`config.mk`:
```
export PLATFORM = sky130hd
export DESIGN_NAME = imc_wb_host_loader
export DESIGN_NICKNAME = d
export VERILOG_FILES = /design/src/rtl/imc_wb_host_loader.sv
export SDC_FILE = /design/constraint.sdc
export NUM_CORES = 1
export LEC_CHECK = 0
export CAP_MARGIN = 20
export CORE_ASPECT_RATIO = 1.5
export CORE_MARGIN = 2
export CORE_UTILIZATION = 48
export CTS_BUF_LIST = sky130_fd_sc_hd__clkbuf_4
export DETAILED_ROUTE_END_ITERATION = 12
export HOLD_SLACK_MARGIN = 0.06
export PLACE_DENSITY = 0.81
export REMOVE_ABC_BUFFERS = 1
export SLEW_MARGIN = 15
export SYNTH_ARGS = -nofsm -noshare
export SYNTH_HDL_FRONTEND = slang
export SYNTH_SLANG_ARGS = --single-unit
```
`constraint.sdc`:
```
create_clock -name clk -period 3.1 [get_ports clk]
set_input_delay 0.465 -clock clk [delete_from_list [all_inputs] [get_ports clk]]
set_output_delay 0.465 -clock clk [all_outputs]
set_load 0.005 [all_outputs]
```
`src/rtl/imc_wb_host_loader.sv`:
```
// imc_wb_host_loader
// Flow-controlled Wishbone-side initiator for the IMC buffer interface.
// Write commands (IM/IB/WB) stream words from wr_* onto the IMC bus, one bus
// cycle per accepted word. Read commands (SA/OB) fetch entries from the IMC
// readback bus and present them on rd_* with a valid/ready handshake.
// Ports:
//   clk, reset                  clock and synchronous active-high reset
//   cmd_valid/cmd_ready         command handshake; cmd_op/cmd_base/cmd_count
//   wr_valid/wr_ready/wr_data   write-data stream
//   rd_valid/rd_ready/rd_data   readback stream, rd_last on the final entry
//   wbs_we_o/wb_addr_o/wb_data_o  registered IMC bus drive
//   wb_data_i                   IMC readback bus
//   busy, done, err             status (done/err are one-cycle pulses)
module imc_wb_host_loader #(
  parameter logic [7:0]  CODE_IM   = 8'h01,
  parameter logic [7:0]  CODE_IB   = 8'h02,
  parameter logic [7:0]  CODE_WB   = 8'h03,
  parameter logic [7:0]  CODE_SA   = 8'h04,
  parameter logic [7:0]  CODE_OB   = 8'h05,
  parameter logic [7:0]  CODE_IDLE = 8'h00,
  parameter int unsigned RD_LAT    = 1
) (
  input  logic        clk,
  input  logic        reset,
  input  logic        cmd_valid,
  output logic        cmd_ready,
  input  logic [2:0]  cmd_op,
  input  logic [5:0]  cmd_base,
  input  logic [6:0]  cmd_count,
  input  logic        wr_valid,
  output logic        wr_ready,
  input  logic [31:0] wr_data,
  output logic        rd_valid,
  input  logic        rd_ready,
  output logic [63:0] rd_data,
  output logic        rd_last,
  output logic        wbs_we_o,
  output logic [31:0] wb_addr_o,
  output logic [31:0] wb_data_o,
  input  logic [31:0] wb_data_i,
  output logic        busy,
  output logic        done,
  output logic        err
);

  typedef enum logic [2:0] {IDLE, WRITE, RD_ADDR, RD_WAIT, RD_OUT} state_t;

  localparam logic [1:0]  LAT       = 2'(RD_LAT);
  localparam logic [31:0] ADDR_IDLE = {CODE_IDLE, 24'h0};
  localparam logic [2:0]  SEL_OB_LO = 3'b001;
  localparam logic [2:0]  SEL_OB_HI = 3'b010;
  localparam logic [2:0]  SEL_SA    = 3'b100;

  state_t      state;
  logic [7:0]  code;
  logic        is_im;
  logic        is_ob;
  logic        hi_phase;
  logic [5:0]  idx;
  logic [6:0]  remaining;
  logic [1:0]  wait_cnt;
  logic [31:0] lo_word;

  logic [5:0]  idx_next;
  logic [7:0]  cmd_code;
  logic        cmd_im;
  logic        cmd_legal;
  logic [5:0]  cmd_idx;
  logic [2:0]  cmd_sel;

  function automatic logic [31:0] bus_addr(input logic [7:0] c, input logic [2:0] sel,
                                           input logic [5:0] i);
    return {c, 2'b00, sel, 13'b0, i};
  endfunction

  // Index wraps at the depth of the active buffer (64 for IM, 16 otherwise).
  assign idx_next = (idx + 6'd1) & (is_im ? 6'h3F : 6'h0F);

  always_comb begin
    cmd_code = CODE_IDLE;
    case (cmd_op)
      3'd0:    cmd_code = CODE_IM;
      3'd1:    cmd_code = CODE_IB;
      3'd2:    cmd_code = CODE_WB;
      3'd3:    cmd_code = CODE_SA;
      3'd4:    cmd_code = CODE_OB;
      default: cmd_code = CODE_IDLE;
    endcase
    cmd_im    = (cmd_op == 3'd0);
    cmd_legal = (cmd_op <= 3'd4) && (cmd_count != 7'd0) &&
                (cmd_count <= (cmd_im ? 7'd64 : 7'd16));
    cmd_idx   = cmd_im ? cmd_base : {2'b00, cmd_base[3:0]};
    cmd_sel   = (cmd_op == 3'd3) ? SEL_SA : SEL_OB_LO;
  end

  always_ff @(posedge clk) begin
    if (reset) begin
      state     <= IDLE;
      code      <= CODE_IDLE;
      is_im     <= 1'b0;
      is_ob     <= 1'b0;
      hi_phase  <= 1'b0;
      idx       <= '0;
      remaining <= '0;
      wait_cnt  <= '0;
      lo_word   <= '0;
      wbs_we_o  <= 1'b0;
      wb_addr_o <= ADDR_IDLE;
      wb_data_o <= '0;
      rd_valid  <= 1'b0;
      rd_data   <= '0;
      rd_last   <= 1'b0;
      wr_ready  <= 1'b0;
      busy      <= 1'b0;
      done      <= 1'b0;
      err       <= 1'b0;
      cmd_ready <= 1'b1;
    end else begin
      done <= 1'b0;
      err  <= 1'b0;
      case (state)
        IDLE: begin
          if (cmd_valid) begin
            if (!cmd_legal) begin
              err <= 1'b1;
            end else begin
              code      <= cmd_code;
              is_im     <= cmd_im;
              is_ob     <= (cmd_op == 3'd4);
              idx       <= cmd_idx;
              remaining <= cmd_count;
              busy      <= 1'b1;
              cmd_ready <= 1'b0;
              if (cmd_op <= 3'd2) begin
                state    <= WRITE;
                wr_ready <= 1'b1;
              end else begin
                state     <= RD_ADDR;
                hi_phase  <= 1'b0;
                wb_addr_o <= bus_addr(cmd_code, cmd_sel, cmd_idx);
              end
            end
          end
        end
        WRITE: begin
          if (remaining == 7'd0) begin
            // Last word's bus cycle has just been driven.
            wbs_we_o  <= 1'b0;
            wb_addr_o <= ADDR_IDLE;
            wb_data_o <= '0;
            done      <= 1'b1;
            busy      <= 1'b0;
            cmd_ready <= 1'b1;
            state     <= IDLE;
          end else if (wr_valid && wr_ready) begin
            wbs_we_o  <= 1'b1;
            wb_addr_o <= bus_addr(code, 3'b000, idx);
            wb_data_o <= is_im ? wr_data : {16'h0, wr_data[15:0]};
            idx       <= idx_next;
            remaining <= remaining - 7'd1;
            if (remaining == 7'd1) wr_ready <= 1'b0;
          end else begin
            wbs_we_o  <= 1'b0;
            wb_addr_o <= ADDR_IDLE;
            wb_data_o <= '0;
          end
        end
        RD_ADDR: begin
          state    <= RD_WAIT;
          wait_cnt <= 2'd1;
        end
        RD_WAIT: begin
          if (wait_cnt == LAT) begin
            if (is_ob && !hi_phase) begin
              lo_word   <= wb_data_i;
              hi_phase  <= 1'b1;
              wb_addr_o <= bus_addr(code, SEL_OB_HI, idx);
              state     <= RD_ADDR;
            end else begin
              rd_data   <= is_ob ? {wb_data_i, lo_word} : {48'h0, wb_data_i[15:0]};
              rd_valid  <= 1'b1;
              rd_last   <= (remaining == 7'd1);
              wb_addr_o <= ADDR_IDLE;
              state     <= RD_OUT;
            end
          end else begin
            wait_cnt <= wait_cnt + 2'd1;
          end
        end
        RD_OUT: begin
          if (rd_ready) begin
            rd_valid  <= 1'b0;
            rd_last   <= 1'b0;
            idx       <= idx_next;
            remaining <= remaining - 7'd1;
            if (remaining == 7'd1) begin
              done      <= 1'b1;
              busy      <= 1'b0;
              cmd_ready <= 1'b1;
              state     <= IDLE;
            end else begin
              hi_phase  <= 1'b0;
              wb_addr_o <= bus_addr(code, is_ob ? SEL_OB_LO : SEL_SA, idx_next);
              state     <= RD_ADDR;
            end
          end
        end
        default: state <= IDLE;
      endcase
    end
  end

endmodule

```
Word-level counts from Yosys, hierarchy flattened

Cells that the tools add are included.

Register bits after elaboration: 197
Input bits: 85
Output and inout port bits: 136
Word-level logic and storage cells: 165

$add $sub $neg: 3
Order comparisons: 3
Equality and inequality tests: 25
Mux-type cells: 83
Bitwise logic cells: 4
Reductions and logical operators: 27

Operator list:

| kind                                                                | number |
|---|---|
| 32-bit 2-to-1 mux                                                   | 12 |
| 32-bit case mux with 4 select lines                                 | 1 |
| 64-bit 2-to-1 mux                                                   | 1 |
| 6-bit 2-to-1 mux                                                    | 7 |
| 7-bit 2-to-1 mux                                                    | 6 |
| 1-bit 2-to-1 mux                                                    | 33 |
| 2-bit inequality test (second input constant)                       | 15 |
| 3-bit case mux with 5 select lines                                  | 2 |
| 3-bit 2-to-1 mux                                                    | 8 |
| 7-bit case mux with 3 select lines                                  | 1 |
| 6-bit case mux with 3 select lines                                  | 1 |
| 7-bit AND reduction                                                 | 2 |
| 3-bit by 2-bit == test with 1-bit output (second input constant)    | 4 |
| 6-bit AND reduction                                                 | 2 |
| 1-bit case mux with 3 select lines                                  | 3 |
| 3-bit AND reduction                                                 | 3 |
| 1-bit case mux with 2 select lines                                  | 4 |
| 8-bit AND reduction                                                 | 1 |
| 7-bit by 1-bit == test with 1-bit output (second input constant)    | 1 |
| 7-bit less-or-equal comparator                                      | 1 |
| 7-bit logical NOT                                                   | 1 |
| 7-bit nonzero test                                                  | 1 |
| 7-bit by 1-bit subtractor with 7-bit output (second input constant) | 1 |
| 6-bit by 1-bit adder with 6-bit output (second input constant)      | 1 |
| other kinds (20)                                                    | 33 |

Depth between registers and ports, before layout

Gate-level depths: netlist of the first run.

Word-level depth: 7
Mapped depth: 10
Depth with buffers taken out: 9

Worst setup path after synthesis of the first run

Ideal clock, no wire load.

Path type: input -> register
From: input cmd_op[2]
To: register idx[0]
Library setup time: 0.136 ns
Data arrival time: 2.267 ns
Data required time: 2.964 ns
Setup slack: 0.697 ns
Stages: 10
Path buffers: 1
Path through: nor3_1 -> inv_1 -> ha_1 -> nand2_1 -> nor4_4 -> o211a_4 -> o41a_4 -> buf_6 -> a21oi_1 -> a311oi_2

Cells in the longest elaborated chain, start to end: 6
Elaborated cells between the ends (all ways): 8
Those cells by class: order compare: 2; eq/ne: 1; mux: 1; reduce/logical: 4

Ends and longest elaborated chain:

| element                             | line | RTL |
|---|---|---|
| start, declared                     | 27   | `input logic [2:0] cmd_op,` |
| 3-bit logical NOT                   | 89   | `cmd_im = (cmd_op == 3'd0);` |
| 7-bit 2-to-1 mux                    | 91   | `(cmd_count <= (cmd_im ? 7'd64 : 7'd16));` |
| 7-bit less-or-equal comparator      | 91   |  |
| 1-bit logical AND (*)               | 90   | `cmd_legal = (cmd_op <= 3'd4) && (cmd_count != 7'd0) &&` |
| 2-bit inequality test (no line) (*) | -    |  |
| 6-bit AND reduction (no line) (*)   | -    |  |
| end signal, assigned                | 130  | `idx <= cmd_idx;` |
| end signal, assigned                | 159  | `idx <= idx_next;` |
| end signal, assigned                | 194  | `idx <= idx_next;` |
| end, declared                       | 59   | `logic [5:0] idx;` |

Every way passes the cells marked *; elsewhere a longest branch is shown, timed or not.
A chain may end at the register's enable or synchronous reset.

Final worst setup path of the first run

From: register state[2]
To: register wb_data_o[16]

Cells in the longest elaborated chain, start to end: 1

Ends and longest elaborated chain:

| element                                  | line | RTL |
|---|---|---|
| start, declared                          | 54   | `state_t state;` |
| start signal, assigned                   | 98   | `state <= IDLE;` |
| start signal, assigned                   | 135  | `state <= WRITE;` |
| start signal, assigned                   | 138  | `state <= RD_ADDR;` |
| 3-bit by 1-bit == test with 1-bit output | 121  | `case (state)` |
| end signal, assigned                     | 158  | `wb_data_o <= is_im ? wr_data : {16'h0, wr_data[15:0]};` |
| end, declared                            | 39   | `output logic [31:0] wb_data_o,` |

Every way passes these cells.

==> summary.txt, run 1 <==
Yosys
  – Warnings from Yosys: 0
  – Area leader, netlist: dfxtp_1
  – Cells taking the most area after synthesis: dfxtp_1, mux2i_1, nor2_1
  – Synth Flop Type: dfxtp_1
  – Syn Area/Cell: 8.53 um^2
  – Cells after synthesis: 861
  – Cell with the most instances after synthesis: dfxtp_1
  – Synth async-reset ratio: 0
  – Post-synth top cells: dfxtp_1, nor2_1, a21oi_1
  – Flops & latches, synth: 172
  – Seq/Total Area, Yosys: 0.469
  – Post-Syn Area: 7350 um^2
  – Top cell type's share of synthesized area: 0.469
  – Cell variety after synth: 53
  – EDFF count, synth: 0

Global routing
  – Largest net degree at the start of global routing: 94
  – GR Util All Layers: 0.225
  – Total grt overflow: 0
  – Number of global-route vias before repair: 6212
  – First-pass GRT wire length: 30200 um
  – Initial antenna violation count: 1

Floorplan
  – Cell Rows: 55
  – IO Pins: 221
  – Core footprint: 15000 um^2
  – Die X-Extent: 105 um
  – Die Y-Extent: 156 um
  – Die area: 16300 um^2
  – Starting density of the core: 0.490

Status
  – Status: completed

Critical path
  – Worst path arrival time: 2.94 ns
  – FF-to-FF Start: state[2]
  – Worst Setup SP: state[2]
  – Kind of end point of the critical path: flip-flop
  – CP Class: reg2reg
  – Critical path startpoint category: flip-flop
  – Critical path peak fanout: 21
  – Worst endpoint required time: 3.59 ns

Layout
  – Area Overhead vs Synth: 31.6%
  – Final Net Count: 1121
  – Design Area, Final: 9670 um^2
  – Share of post-route cells with drive strength above 1: 0.0652

Route
  – Via Count: 6705
  – Drt pass-1 iters: 6
  – Iteration-0 DRC Markers: 290
  – DRC: 0
  – Routed Antenna Nets: 0
  – Final WL: 18800 um
  – Drt wl/cell: 15.2 um
  – Vias/cell: 5.39

Clock network
  – Hold Buf Count CTS: 0
  – H-tree level count: 4
  – Clock latency on the worst-skew pair: 0.56 ns
  – Post-CTS setup buffer count: 0
  – CTS tree: yes
  – Clock-pin slew on the worst setup and hold paths: 0.18 ns
  – Post_cts resized: 0
  – CTS Buf Count: 17
  – Clk buf depth: 2
  – CTS Root Buffer Type: clkbuf_4
  – TritonCTS Sinks: 172

Timing
  – Final period util: 0.789
  – Hold Violations, Final: 0
  – Max-slew headroom: 0.459
  – Setup_tns: 0 ns
  – Fin. max-slew vios: 0
  – Slew @ Worst Pin: 0.811 ns
  – Fmax: 409 MHz
  – Fin crit period: 2.45 ns
  – Clk_skew: 0.0351 ns
  – Final setup fails: 0
  – RSZ-0062 raised after global routing: false

Pwr
  – VDD IR max: 0.212 mV
  – Pwr/cell area: 413 nW/um^2
  – Lkg Pwr: 0.00329 uW

Run
  – Max_cap viols: 0

Min path
  – Hold_sp: reset
  – Worst Hold Class: in2reg

Placed design
  – Routability Congestion: 0.926
  – PortBufs: 200
  – Post-DP Area: 9390 um^2
  – DP HPWL: 13100 um
[flip-flops by register name (all words and copies together) (netlist names)]
register   count
is_im          1
rd_data       64
wb_data_o     32
err            1
code           3
is_ob          1
rd_last        1
state          3
hi_phase       1
remaining      7
wait_cnt       2
busy           1
lo_word       32
wbs_we_o       1
rd_valid       1
wb_addr_o     12
cmd_ready      1
wr_ready       1
done           1
idx            6
[cells by family after synthesis]
family,Yosys count,synth area share
xor+xnor,2,0.00238
fa+ha+maj,6,0.0102
compound gates,204,0.180
other cells,1,0.000510
flops,172,0.469
mux,50,0.0681
simple gates,329,0.204
buf+inv,97,0.0667
[report_power, final]
part	total [uW]	internal, uW	leakage, uW	switching, uW
clock network	1240	363	0.000153	874
logic	473	227	0.00175	247
registers	2280	2240	0.00139	35.4
[per-stage QoR]
step | instances | total power (uW) | hold WS (ns) | util | worst slack (ns)
3_5_place_dp | 1210 | 2790 | 0.443 | 0.626 | 0.188
6_report | 1243 | 3990 | 0.344 | 0.645 | 0.655
3_3_place_gp | 1210 | 2790 | 0.437 | 0.626 | 0.264
5_1_grt | 1243 | 4170 | 0.319 | 0.645 | 0.431
4_1_cts | 1242 | 4020 | 0.311 | 0.644 | 0.683
2_1_floorplan | 792 | 2530 | 0.426 | - | -2.59
[per-layer routing]
layer / up-vias / wire length [um] / GRT usage
li1: 3317 / - / -
met1: 3095 / 7600 / 0.263
met2: 235 / 9590 / 0.394
met3: 58 / 975 / 0.0501
met4: 0 / 681 / 0.102
met5: - / 0 / 0
[final timing paths]
path	end	slack, ns	cells after the start
worst max-delay path	wb_data_o[16]	0.65	7
worst min-delay path	done	0.34	2
worst max register to register	wb_data_o[16]	0.65	7
worst min register to register	rd_data[37]	0.46	2
[area by class of cell]
cell class                      count  area, um^2
Timing Repair Buffer              219        2170
Fill cell                        1323        5330
Clock buffer                       17         128
Antenna cell                        1        2.50
Tap cell                          199         249
Inverter                            9        33.8
Multi-Input combinational cell    611        3500
Sequential cell                   172        3440
Clock inverter                     15         146
[worst max-delay path, stage by stage, from the launching register on]
cell and delay (ns):
dfxtp_1 0.48, buf_4 0.24, or3b_1 0.43, a211oi_2 0.16, buf_4 0.30, and2_1 0.52, a22oi_1 0.14, nor2_1 0.11
[cells in the final DEF (no fill, tap or decap), types with 3 or more instances in the layout]
cell type,instances
a211oi_1,24
a21o_1,5
a21oi_1,90
a221oi_1,3
a22oi_1,33
a311oi_1,5
a31oi_1,6
and2_1,3
and3_1,3
buf_4,18
clkbuf_4,17
clkdlybuf4s50_1,199
conb_1,20
dfxtp_1,171
ha_1,6
inv_1,9
inv_6,6
inv_8,3
mux2i_1,50
nand2_1,87
nand2b_1,11
nand3_1,61
nand3b_1,4
nor2_1,124
nor2b_1,6
nor3_1,12
o21ai_0,16
o31ai_1,3
o41ai_1,3
or2_2,3
or3_1,3
No activity file was read; power rests on OpenSTA's default activity.
==> run 2: changes to the inputs <==
Clock period 3.1 ns to 2.5 ns, I/O delays scaled along.
==> summary.txt, run 2 (synthesis results as in run 1) <==
Status
  – Status: completed

Timing
  – Slew @ Worst Pin: 0.816 ns (+0.00517 ns)
  – Fin worst setup slack: 0.213 ns (-0.442 ns)
  – Fin. max-slew vios: 0 (unchanged)
  – RSZ-0062 raised after global routing: false
  – Clk_skew: 0.0209 ns (-0.0142 ns)
  – Final period util: 0.915
  – Fmax: 437 MHz
  – Hold Violations, Final: 0 (unchanged)
  – Final setup fails: 0 (unchanged)
  – Max-slew headroom: 0.456 (-0.00345)
  – Fin crit period: 2.29 ns

Critical path
  – CP Class: in2reg
  – Worst R2R End: wb_data_o[25]
  – Reg2Reg Depth: 9 (+2)
  – Critical path peak fanout: 21 (unchanged)
  – Critical path startpoint category: input port
  – R2r setup slk: 0.28 ns (-0.37 ns)
  – Worst endpoint required time: 2.99 ns (-0.60 ns)
  – FF-to-FF Start: remaining[0]
  – Worst path arrival time: 2.78 ns (-0.16 ns)
  – Kind of end point of the critical path: flip-flop

Layout
  – Fill cell count: 1306 (-1.3%)
  – Largest regs: rd_data x64, lo_word x32, wb_data_o x32
  – Max reg flops: 64 (unchanged)
  – Area Overhead vs Synth: 34.0%
  – Share of post-route cells with drive strength above 1: 0.0818 (+0.0166)
  – Most frequent cells in the layout: clkdlybuf4s50_1, dfxtp_1, nor2_1
  – Final Core Density: 0.656 (+0.0118)
  – Reg with most FFs: rd_data
  – Final Net Count: 1141 (+1.8%)
  – Most common cell after layout, fill and taps aside: clkdlybuf4s50_1

Route
  – Vias/cell: 5.36 (-0.64%)
  – Via Count: 6769 (+0.95%)
  – Drt wl/cell: 15.1 um (-0.64%)
  – Routed Antenna Nets: 0 (unchanged)
  – Drt pass-1 iters: 5 (-1)
  – DRC: 0 (unchanged)
  – Final WL: 19000 um (+0.96%)
  – Iteration-0 DRC Markers: 354 (+22%)

Clock network
  – TritonCTS Sinks: 172 (unchanged)
  – Clock-pin slew on the worst setup and hold paths: 0.16 ns (-0.02 ns)
  – Clk buf depth: 2 (unchanged)
  – H-tree level count: 4 (unchanged)
  – CTS Buf Count: 17 (unchanged)
  – Post-CTS setup buffer count: 0 (unchanged)
  – CTS tree: yes
  – Hold Buf Count CTS: 0 (unchanged)
  – Clock latency on the worst-skew pair: 0.55 ns (about the same)
  – Post_cts resized: 0 (unchanged)
  – CTS Root Buffer Type: clkbuf_4

Placed design
  – Routability Congestion: 0.890 (-3.9%)
  – DP HPWL: 13600 um (+3.3%)
  – Setup WS pre-CTS: -0.337 ns (-0.526 ns)
  – PortBufs: 200 (unchanged)

Pwr
  – VDD IR max: 0.301 mV (+42%)
  – Sequential share of power: 0.566 (-0.005)
  – Switching pwr: 1450 uW (+26%)
  – Sw Ratio: 0.291 (+0.00117)
  – Comb power frac: 0.124 (+0.005)
  – Clock network fraction of design power: 0.311 (about the same)
  – Pwr/cell area: 507 nW/um^2 (+23%)
  – Lkg Pwr: 0.00339 uW (+3.1%)
  – Pint: 3540 uW (+25%)
  – Total power: 4990 uW (+25%)

Min path
  – Hold path endpoint: lo_word[15]
  – Hold_sp: reset
  – Worst Hold Depth: 2 (unchanged)
  – Worst Hold Class: in2reg

Floorplan
  – IO Pins: 221 (unchanged)
  – Core footprint: 15000 um^2 (unchanged)
  – Die area: 16300 um^2 (unchanged)
  – Die Y-Extent: 156 um (unchanged)
  – Cell Rows: 55 (unchanged)
  – Die X-Extent: 105 um (unchanged)
  – Starting density of the core: 0.490 (unchanged)

Global routing
  – Number of global-route vias before repair: 6364 (+2.4%)
  – Initial antenna violation count: 1 (unchanged)
  – GR Util All Layers: 0.228 (+0.00219)
  – Largest net degree at the start of global routing: 88 (-6.4%)
  – First-pass GRT wire length: 30700 um (+1.7%)
  – Total grt overflow: 0 (unchanged)

Run
  – Max_cap viols: 0 (unchanged)
## run 2: cell count changes in the layout (fill, tap and decap cells not counted)
cell      delta
clkinv_1     +1
buf_12       +2
inv_8        +1
buf_4       +18
clkinv_2     -1
clkinv_4     -1
## run 2: layout make-up
type | count | area [um^2] | area share
diodes | 1 | 2.50 | 0.000254
clock buffers | 17 | 128 | 0.0130
clock inverters | 15 | 148 | 0.0150
inverters | 9 | 33.8 | 0.00343
multi-input cells | 611 | 3500 | 0.355
flip-flops and latches | 172 | 3440 | 0.350
well taps | 199 | 249 | 0.0253
repair buffers | 239 | 2340 | 0.238
## run 2: power groups by stage
stage / logic, uW / clock network [uW] / registers, uW
2_1_floorplan: 260 / 0 / 2880
3_3_place_gp: 606 / 0 / 2880
3_5_place_dp: 613 / 0 / 2880
4_1_cts: 616 / 1600 / 2820
5_1_grt: 675 / 1710 / 2830
6_report: 617 / 1550 / 2820
## run 2: per-layer routing
layer  routed length [um]  global-route usage  vias up
met5                    0                   0        -
met4                  806               0.116        0
met3                  710              0.0313       50
met2                 9660               0.406      216
met1                 7840               0.265     3141
li1                     -                   -     3362
## run 2: how the worst max path moves through the flow
| stage | from | end | depth (start not counted) |
|---|---|---|---|
| finish | cmd_op[2] | remaining[4] | 10 |
| CTS | cmd_op[0] | remaining[4] | 10 |
| floorplan | is_ob | lo_word[0] | 4 |
| global placement | cmd_op[2] | idx[0] | 10 |
| global route | state[2] | lo_word[9] | 7 |
| detailed placement | cmd_op[0] | remaining[6] | 10 |
## run 2: worst max-delay path, stage by stage
cell and delay [ns]:
clkdlybuf4s50_1 0.43, nor3_1 0.30, inv_1 0.12, ha_1 0.31
nand2_1 0.11, nor4_4 0.05, o211a_4 0.29, o41a_4 0.48
a21bo_1 0.20, a21oi_1 0.11
## run 2: per-stage QoR
step,cells,setup TNS (ns),hold slack [ns],cell area (um^2)
6_report,1263,0,0.218,9850
5_1_grt,1263,0,0.186,9850
4_1_cts,1262,0,0.163,9840
3_5_place_dp,1230,-8.38,0.442,9570
3_3_place_gp,1230,-4.13,0.437,9570
2_1_floorplan,792,-241.64,0.426,6960
==> run 3: changes to the inputs <==
Settings changed: CAP_MARGIN 20 to unset, SLEW_MARGIN 15 to unset.
==> results of run 3 <==
Same layout as run 2: the final DEF is identical, and so are final timing and power.
